===== src/rtl/riscv_pkg.sv =====
// rtl/riscv_pkg.sv - shared fetch-path types and constants for the RISC-V core
package riscv_pkg;

    localparam int              XLEN     = 32;
    localparam logic [XLEN-1:0] RESET_PC = 32'h0000_0000;

    typedef enum logic [1:0] {
        IDLE,
        FETCH,
        WAIT
    } fetch_state_t;

    typedef struct packed {
        logic [XLEN-1:0] instr;
        logic [XLEN-1:0] pc;
    } fetch_entry_t;

endpackage


===== src/rtl/fetch_fifo.sv =====
// rtl/fetch_fifo.sv - instruction buffer of fetch entries; flush overrides push and pop
module fetch_fifo
    import riscv_pkg::*;
#(
    parameter int DEPTH = 2
) (
    input  logic                     clk,
    input  logic                     rst_n,
    input  logic                     push,
    input  logic                     pop,
    input  logic                     flush,
    input  fetch_entry_t             wdata,
    output fetch_entry_t             rdata,
    output logic                     full,
    output logic                     empty,
    output logic [$clog2(DEPTH):0]   count
);

    localparam int AW = $clog2(DEPTH);

    fetch_entry_t  mem [DEPTH];
    logic [AW-1:0] wptr;
    logic [AW-1:0] rptr;
    logic          do_push;
    logic          do_pop;

    assign full    = (count == (AW+1)'(DEPTH));
    assign empty   = (count == '0);
    assign do_push = push && !full;
    assign do_pop  = pop && !empty;

    // Storage is reset so the head reads as all-zero straight out of reset.
    always_ff @(posedge clk or negedge rst_n) begin
        if (!rst_n) begin
            wptr  <= '0;
            rptr  <= '0;
            count <= '0;
            for (int i = 0; i < DEPTH; i++) begin
                mem[i] <= '0;
            end
        end else if (flush) begin
            wptr  <= '0;
            rptr  <= '0;
            count <= '0;
        end else begin
            if (do_push) begin
                mem[wptr] <= wdata;
                wptr      <= wptr + 1'b1;
            end
            if (do_pop) begin
                rptr <= rptr + 1'b1;
            end
            if (do_push && !do_pop) begin
                count <= count + 1'b1;
            end else if (!do_push && do_pop) begin
                count <= count - 1'b1;
            end
        end
    end

    assign rdata = mem[rptr];

endmodule


===== src/rtl/fetch_unit.sv =====
// rtl/fetch_unit.sv - fetch PC, imem request/grant/response sequencing and redirect flush
module fetch_unit #(
    parameter int                XLEN     = riscv_pkg::XLEN,
    parameter logic [XLEN-1:0]   RESET_PC = riscv_pkg::RESET_PC,
    parameter int                DEPTH    = 2
) (
    input  logic            clk,
    input  logic            rst_n,
    output logic            imem_req,
    output logic [XLEN-1:0] imem_addr,
    input  logic            imem_gnt,
    input  logic            imem_rvalid,
    input  logic [XLEN-1:0] imem_rdata,
    output logic            instr_valid,
    input  logic            instr_ready,
    output logic [XLEN-1:0] instr,
    output logic [XLEN-1:0] instr_pc,
    output logic [XLEN-1:0] instr_pcplus4,
    input  logic            redirect,
    input  logic [XLEN-1:0] redirect_target
);

    import riscv_pkg::*;

    localparam int CW = $clog2(DEPTH) + 1;

    fetch_state_t    state_q;
    fetch_state_t    state_d;
    logic [XLEN-1:0] fetch_pc;
    logic [XLEN-1:0] req_pc;
    logic            stale;
    logic            fire;
    logic            push;
    logic            full;
    logic            empty;
    logic [CW-1:0]   count;
    fetch_entry_t    wentry;
    fetch_entry_t    head;

    always_comb begin
        state_d  = state_q;
        imem_req = 1'b0;
        push     = 1'b0;
        unique case (state_q)
            IDLE: begin
                state_d = FETCH;
            end
            FETCH: begin
                imem_req = (count < CW'(DEPTH));
                if (imem_req && imem_gnt) begin
                    state_d = WAIT;
                end
            end
            WAIT: begin
                if (imem_rvalid) begin
                    push    = !stale && !redirect && !full;
                    state_d = FETCH;
                end
            end
            default: begin
                state_d = IDLE;
            end
        endcase
    end

    assign fire = imem_req && imem_gnt;

    // A redirect that lands while a request is (or is becoming) outstanding
    // marks that request stale so its response is dropped on arrival.
    always_ff @(posedge clk or negedge rst_n) begin
        if (!rst_n) begin
            state_q  <= IDLE;
            fetch_pc <= RESET_PC;
            req_pc   <= '0;
            stale    <= 1'b0;
        end else begin
            state_q <= state_d;
            if (fire) begin
                req_pc <= fetch_pc;
            end
            if (redirect) begin
                fetch_pc <= {redirect_target[XLEN-1:2], 2'b00};
            end else if (fire) begin
                fetch_pc <= fetch_pc + XLEN'(4);
            end
            if (redirect && ((state_q == WAIT && !imem_rvalid) || fire)) begin
                stale <= 1'b1;
            end else if (state_q == WAIT && imem_rvalid) begin
                stale <= 1'b0;
            end
        end
    end

    assign imem_addr    = fetch_pc;
    assign wentry.instr = imem_rdata;
    assign wentry.pc    = req_pc;

    fetch_fifo #(
        .DEPTH (DEPTH)
    ) u_fifo (
        .clk   (clk),
        .rst_n (rst_n),
        .push  (push),
        .pop   (instr_ready),
        .flush (redirect),
        .wdata (wentry),
        .rdata (head),
        .full  (full),
        .empty (empty),
        .count (count)
    );

    assign instr_valid   = !empty;
    assign instr         = head.instr;
    assign instr_pc      = head.pc;
    assign instr_pcplus4 = head.pc + XLEN'(4);

endmodule

===== config.mk =====
export PLATFORM = sky130hd
export DESIGN_NAME = fetch_unit
export DESIGN_NICKNAME = d
export VERILOG_FILES = /design/src/rtl/riscv_pkg.sv /design/src/rtl/fetch_fifo.sv /design/src/rtl/fetch_unit.sv
export SDC_FILE = /design/constraint.sdc
export NUM_CORES = 1
export LEC_CHECK = 0
export BUFFER_PORTS_ARGS = -buffer_cell sky130_fd_sc_hd__buf_2
export CAP_MARGIN = 20
export CORE_ASPECT_RATIO = 1.25
export CORE_UTILIZATION = 55
export DETAILED_ROUTE_END_ITERATION = 7
export GPL_TIMING_DRIVEN = 0
export MAX_ROUTING_LAYER = met4
export PLACE_DENSITY = 0.81
export SLEW_MARGIN = 10
export SYNTH_ARGS = -nofsm -noshare
export SYNTH_HDL_FRONTEND = slang
export SYNTH_SLANG_ARGS = --single-unit

===== constraint.sdc =====
create_clock -name clk -period 3.35 [get_ports clk]
set_input_delay 0.67 -clock clk [delete_from_list [all_inputs] [get_ports clk]]
set_output_delay 0.67 -clock clk [all_outputs]
set_load 0.01 [all_outputs]

==> impl_metrics.csv <==
group,metric,value,unit
run_status,status,"complete, but fails checks",
run_status,violations,"negative setup slack",
grt,overflow,0,
sta,timing.final.ws_setup,-0.00145,ns
worst_hold_path,hold_path.class,"in -> async",
sta,fmax,298,MHz
floorplanning,die_w,118,µm
yosys,synth_edf_count,0,
clock_tree,cts_hold_buffers,0,
clock_tree,cts_buffers,17,
sta,skew,0.00717,ns
layout,multi_input_area,4410,µm²
detailed_routing,remaining_drc_errors,0,
setup_path,critPathMaxStageDelay,0.40,ns
setup_path,crit_required,2.68,ns
yosys,synth_top_area_cell,"dfrtp_1",
floorplanning,die_area,17400,µm²
yosys,synth.cell_area,9280,µm²
floorplanning,start_util,0.568,
placed_design,port_buffers,191,
setup_path,cp-start-kind,"flop",
yosys,netlist_instances,744,
sta,maxSlewViolCount,0,
yosys,synth.area.top_cells,"dfrtp_1 52%, mux2_2 24%, xor2_1 3.1%",
clock_tree,clk_latency,0.43,ns
clock_tree,cts_tree,"done",
sta,max-slew-margin-rel,0.443,
detailed_routing,first_pass_iters,4,
yosys,synth.avg_cell_area,12.5,µm²
setup_path,crit_chain,"buf_6 > buf_12 > clkbuf_16 > mux2_4 > ha_4 > nand2_4 > o22ai_4 > nand3_4 > a21o_1 > xnor2_1 > buf_2",
layout,stdcell_count,1205,
pwr,max-vdd-ir-drop,0.320,mV
layout,final_util,0.704,
detailed_routing,detail_route.iter0.violations,353,
placed_design,dpl_cell_area,10600,µm²
sta,tightest_slew,0.835,ns
sta,finalHoldViolCount,0,
floorplanning,pin_count,200,
layout,register_area,4780,µm²
floorplanning,die_h,147,µm
sta,timing.final.crit_share,1.00,
detailed_routing,postRouteAntennaNets,0,
detailed_routing,wl_per_cell,18.4,µm
clock_tree,clk_path_buf_depth,2,
setup_path,worstSetupPathType,"reg -> out",
layout,drive_above_1_share,0.505,
pwr,leakagePower,5.86,nW
clock_tree,htree_levels,4,
floorplanning,core.rowCount,52,
grt,grt_usage,0.270,
run,cap_violations,0,
placed_design,gp_congestion,0.859,
layout,final_cell_mix,"211 x buf_2, 195 x mux2_2, 191 x dfrtp_1, 57 x nand2_1, 33 x xor2_1",
setup_path,critPathMaxFanout,5,
setup_path,worstSetupEndpointType,"output pin",
sta,rsz0062_at_grt,"true",
pwr,power,7.84,mW
layout,area_growth,24.0,%
clock_tree,cts_sinks,191,
setup_path,crit_arrival,2.68,ns
detailed_routing,num_vias,6750,
sta,tns,-0.00145,ns
yosys,ys_warn_count,0,
clock_tree,clkTransAtPathRegs,0.07,ns
grt,grt_start_max_net_pins,110,
layout,fin_nets,1049,
layout,fill_cells,1174,
sta,setup-violations-final,1,
layout,antennaDiodeCount,0,
yosys,seq_area_frac_synth,0.515,
detailed_routing,route.final.wire_length,22200,µm
grt,antenna_found_initial,0,
placed_design,dp.cells,1157,
yosys,synthDistinctLibCells,52,
grt,grt_pass1_wl,35300,µm
pwr,power.density,682,nW/µm²
yosys,synth.ff_latch_count,191,
yosys,yosysTopAreaCellShare,0.515,
placed_design,dp.final_hpwl,15700,µm
layout,final_common_cell,"buf_2",
yosys,ys_async_sr_fraction,1.00,
yosys,ys.flop_type,"dfrtp_1",
grt,grt_pass1_vias,6573,
sta,min_period,3.35,ns
placed_design,pre_cts_ws,-0.862,ns
clock_tree,clock-root-buffer,"clkbuf_16",
floorplanning,coreArea,16300,µm²
layout,design_area,11500,µm²
detailed_routing,vias_per_cell,5.60,
setup_path,crit_slowest_cell,"dfrtp_1",
sta,hold_slack,0.267,ns
[synthesized netlist by cell type (7+ instances only)]
library cell	n
buf_4	7
and3_1	12
xnor2_1	24
inv_1	15
nand4_1	15
nand3_1	14
dfrtp_1	191
xor2_1	33
mux2i_1	13
mux2_2	197
o21ai_0	26
buf_2	24
nand2_1	59
clkbuf_1	10
nor2_1	18
[sequential cells by signal (all words and copies together), names as in the netlist]
signal / flops
req_pc: 30
u_fifo.wptr: 1
u_fifo.count: 2
state_q: 2
imem_addr: 30
u_fifo.mem: 124
u_fifo.rptr: 1
stale: 1
[final timing paths]
| check | from | endpoint | slack, ns | depth (start not counted) |
|---|---|---|---|---|
| worst max-delay path | u_fifo.rptr | instr_pcplus4[14] | -0.001 | 11 |
| max in group asynchronous | rst_n | u_fifo.mem[92] | 2.21 | 2 |
| worst min-delay path | rst_n | u_fifo.mem[40] | 0.27 | 1 |
| min in group clk | redirect_target[23] | imem_addr[23] | 0.44 | 3 |
| worst min register to register | u_fifo.mem[102] | u_fifo.mem[102] | 0.50 | 1 |
| worst max register to register | state_q[0] | u_fifo.mem[78] | 0.87 | 5 |
[power breakdown]
| part | internal (mW) | switching, mW | total (mW) |
|---|---|---|---|
| Clock | 1.14 | 0.859 | 2.00 |
| Sequential | 2.90 | 0.480 | 3.38 |
| Combinational | 1.28 | 1.19 | 2.47 |
[metal layers]
metal / up-vias / part of all wire / global-route usage
met5: - / 0 / -
met4: 0 / 0.028 / 0.108
met3: 42 / 0.054 / 0.0427
met2: 232 / 0.50 / 0.441
met1: 3377 / 0.41 / 0.337
li1: 3099 / - / -
[cell families after synthesis]
family                   count (synthesis)  share of synthesized area
AO/OA/AOI/OAI                           57                     0.0394
XOR/XNOR                                57                     0.0538
adder cells (fa/ha/maj)                  2                    0.00270
buffers and inverters                   58                     0.0312
flip-flops                             191                      0.515
multiplexers                           214                      0.258
other                                    1                   0.000404
AND/OR/NAND/NOR                        164                     0.0993
[layout make-up]
cell class | instances | share of cell area
inverter | 15 | 0.00490
buffer | 41 | 0.0233
clock inverter | 8 | 0.00925
sequential | 191 | 0.416
multi-input combinational | 501 | 0.383
tap | 216 | 0.0235
clock buffer | 23 | 0.0407
timing repair buffer | 210 | 0.0996
[repair_timing]
item	in CTS	in global routing
pin swaps	11	17
gates resized for setup	43	7
setup buffers	10	8
gates cloned	1	0
setup endpoints to repair	32	19
hold endpoints to repair	0	0
[critical path: cells and delay by family (launching register included)]
kind | cells | cell delay (ns)
AO/OA/AOI/OAI | 2 | 0.50
XOR/XNOR | 1 | 0.16
adder cells (fa/ha/maj) | 1 | 0.17
buffers and inverters | 4 | 0.57
flip-flops | 1 | 0.40
multiplexers | 1 | 0.22
AND/OR/NAND/NOR | 2 | 0.24
Power figures use the tool's default switching activity.
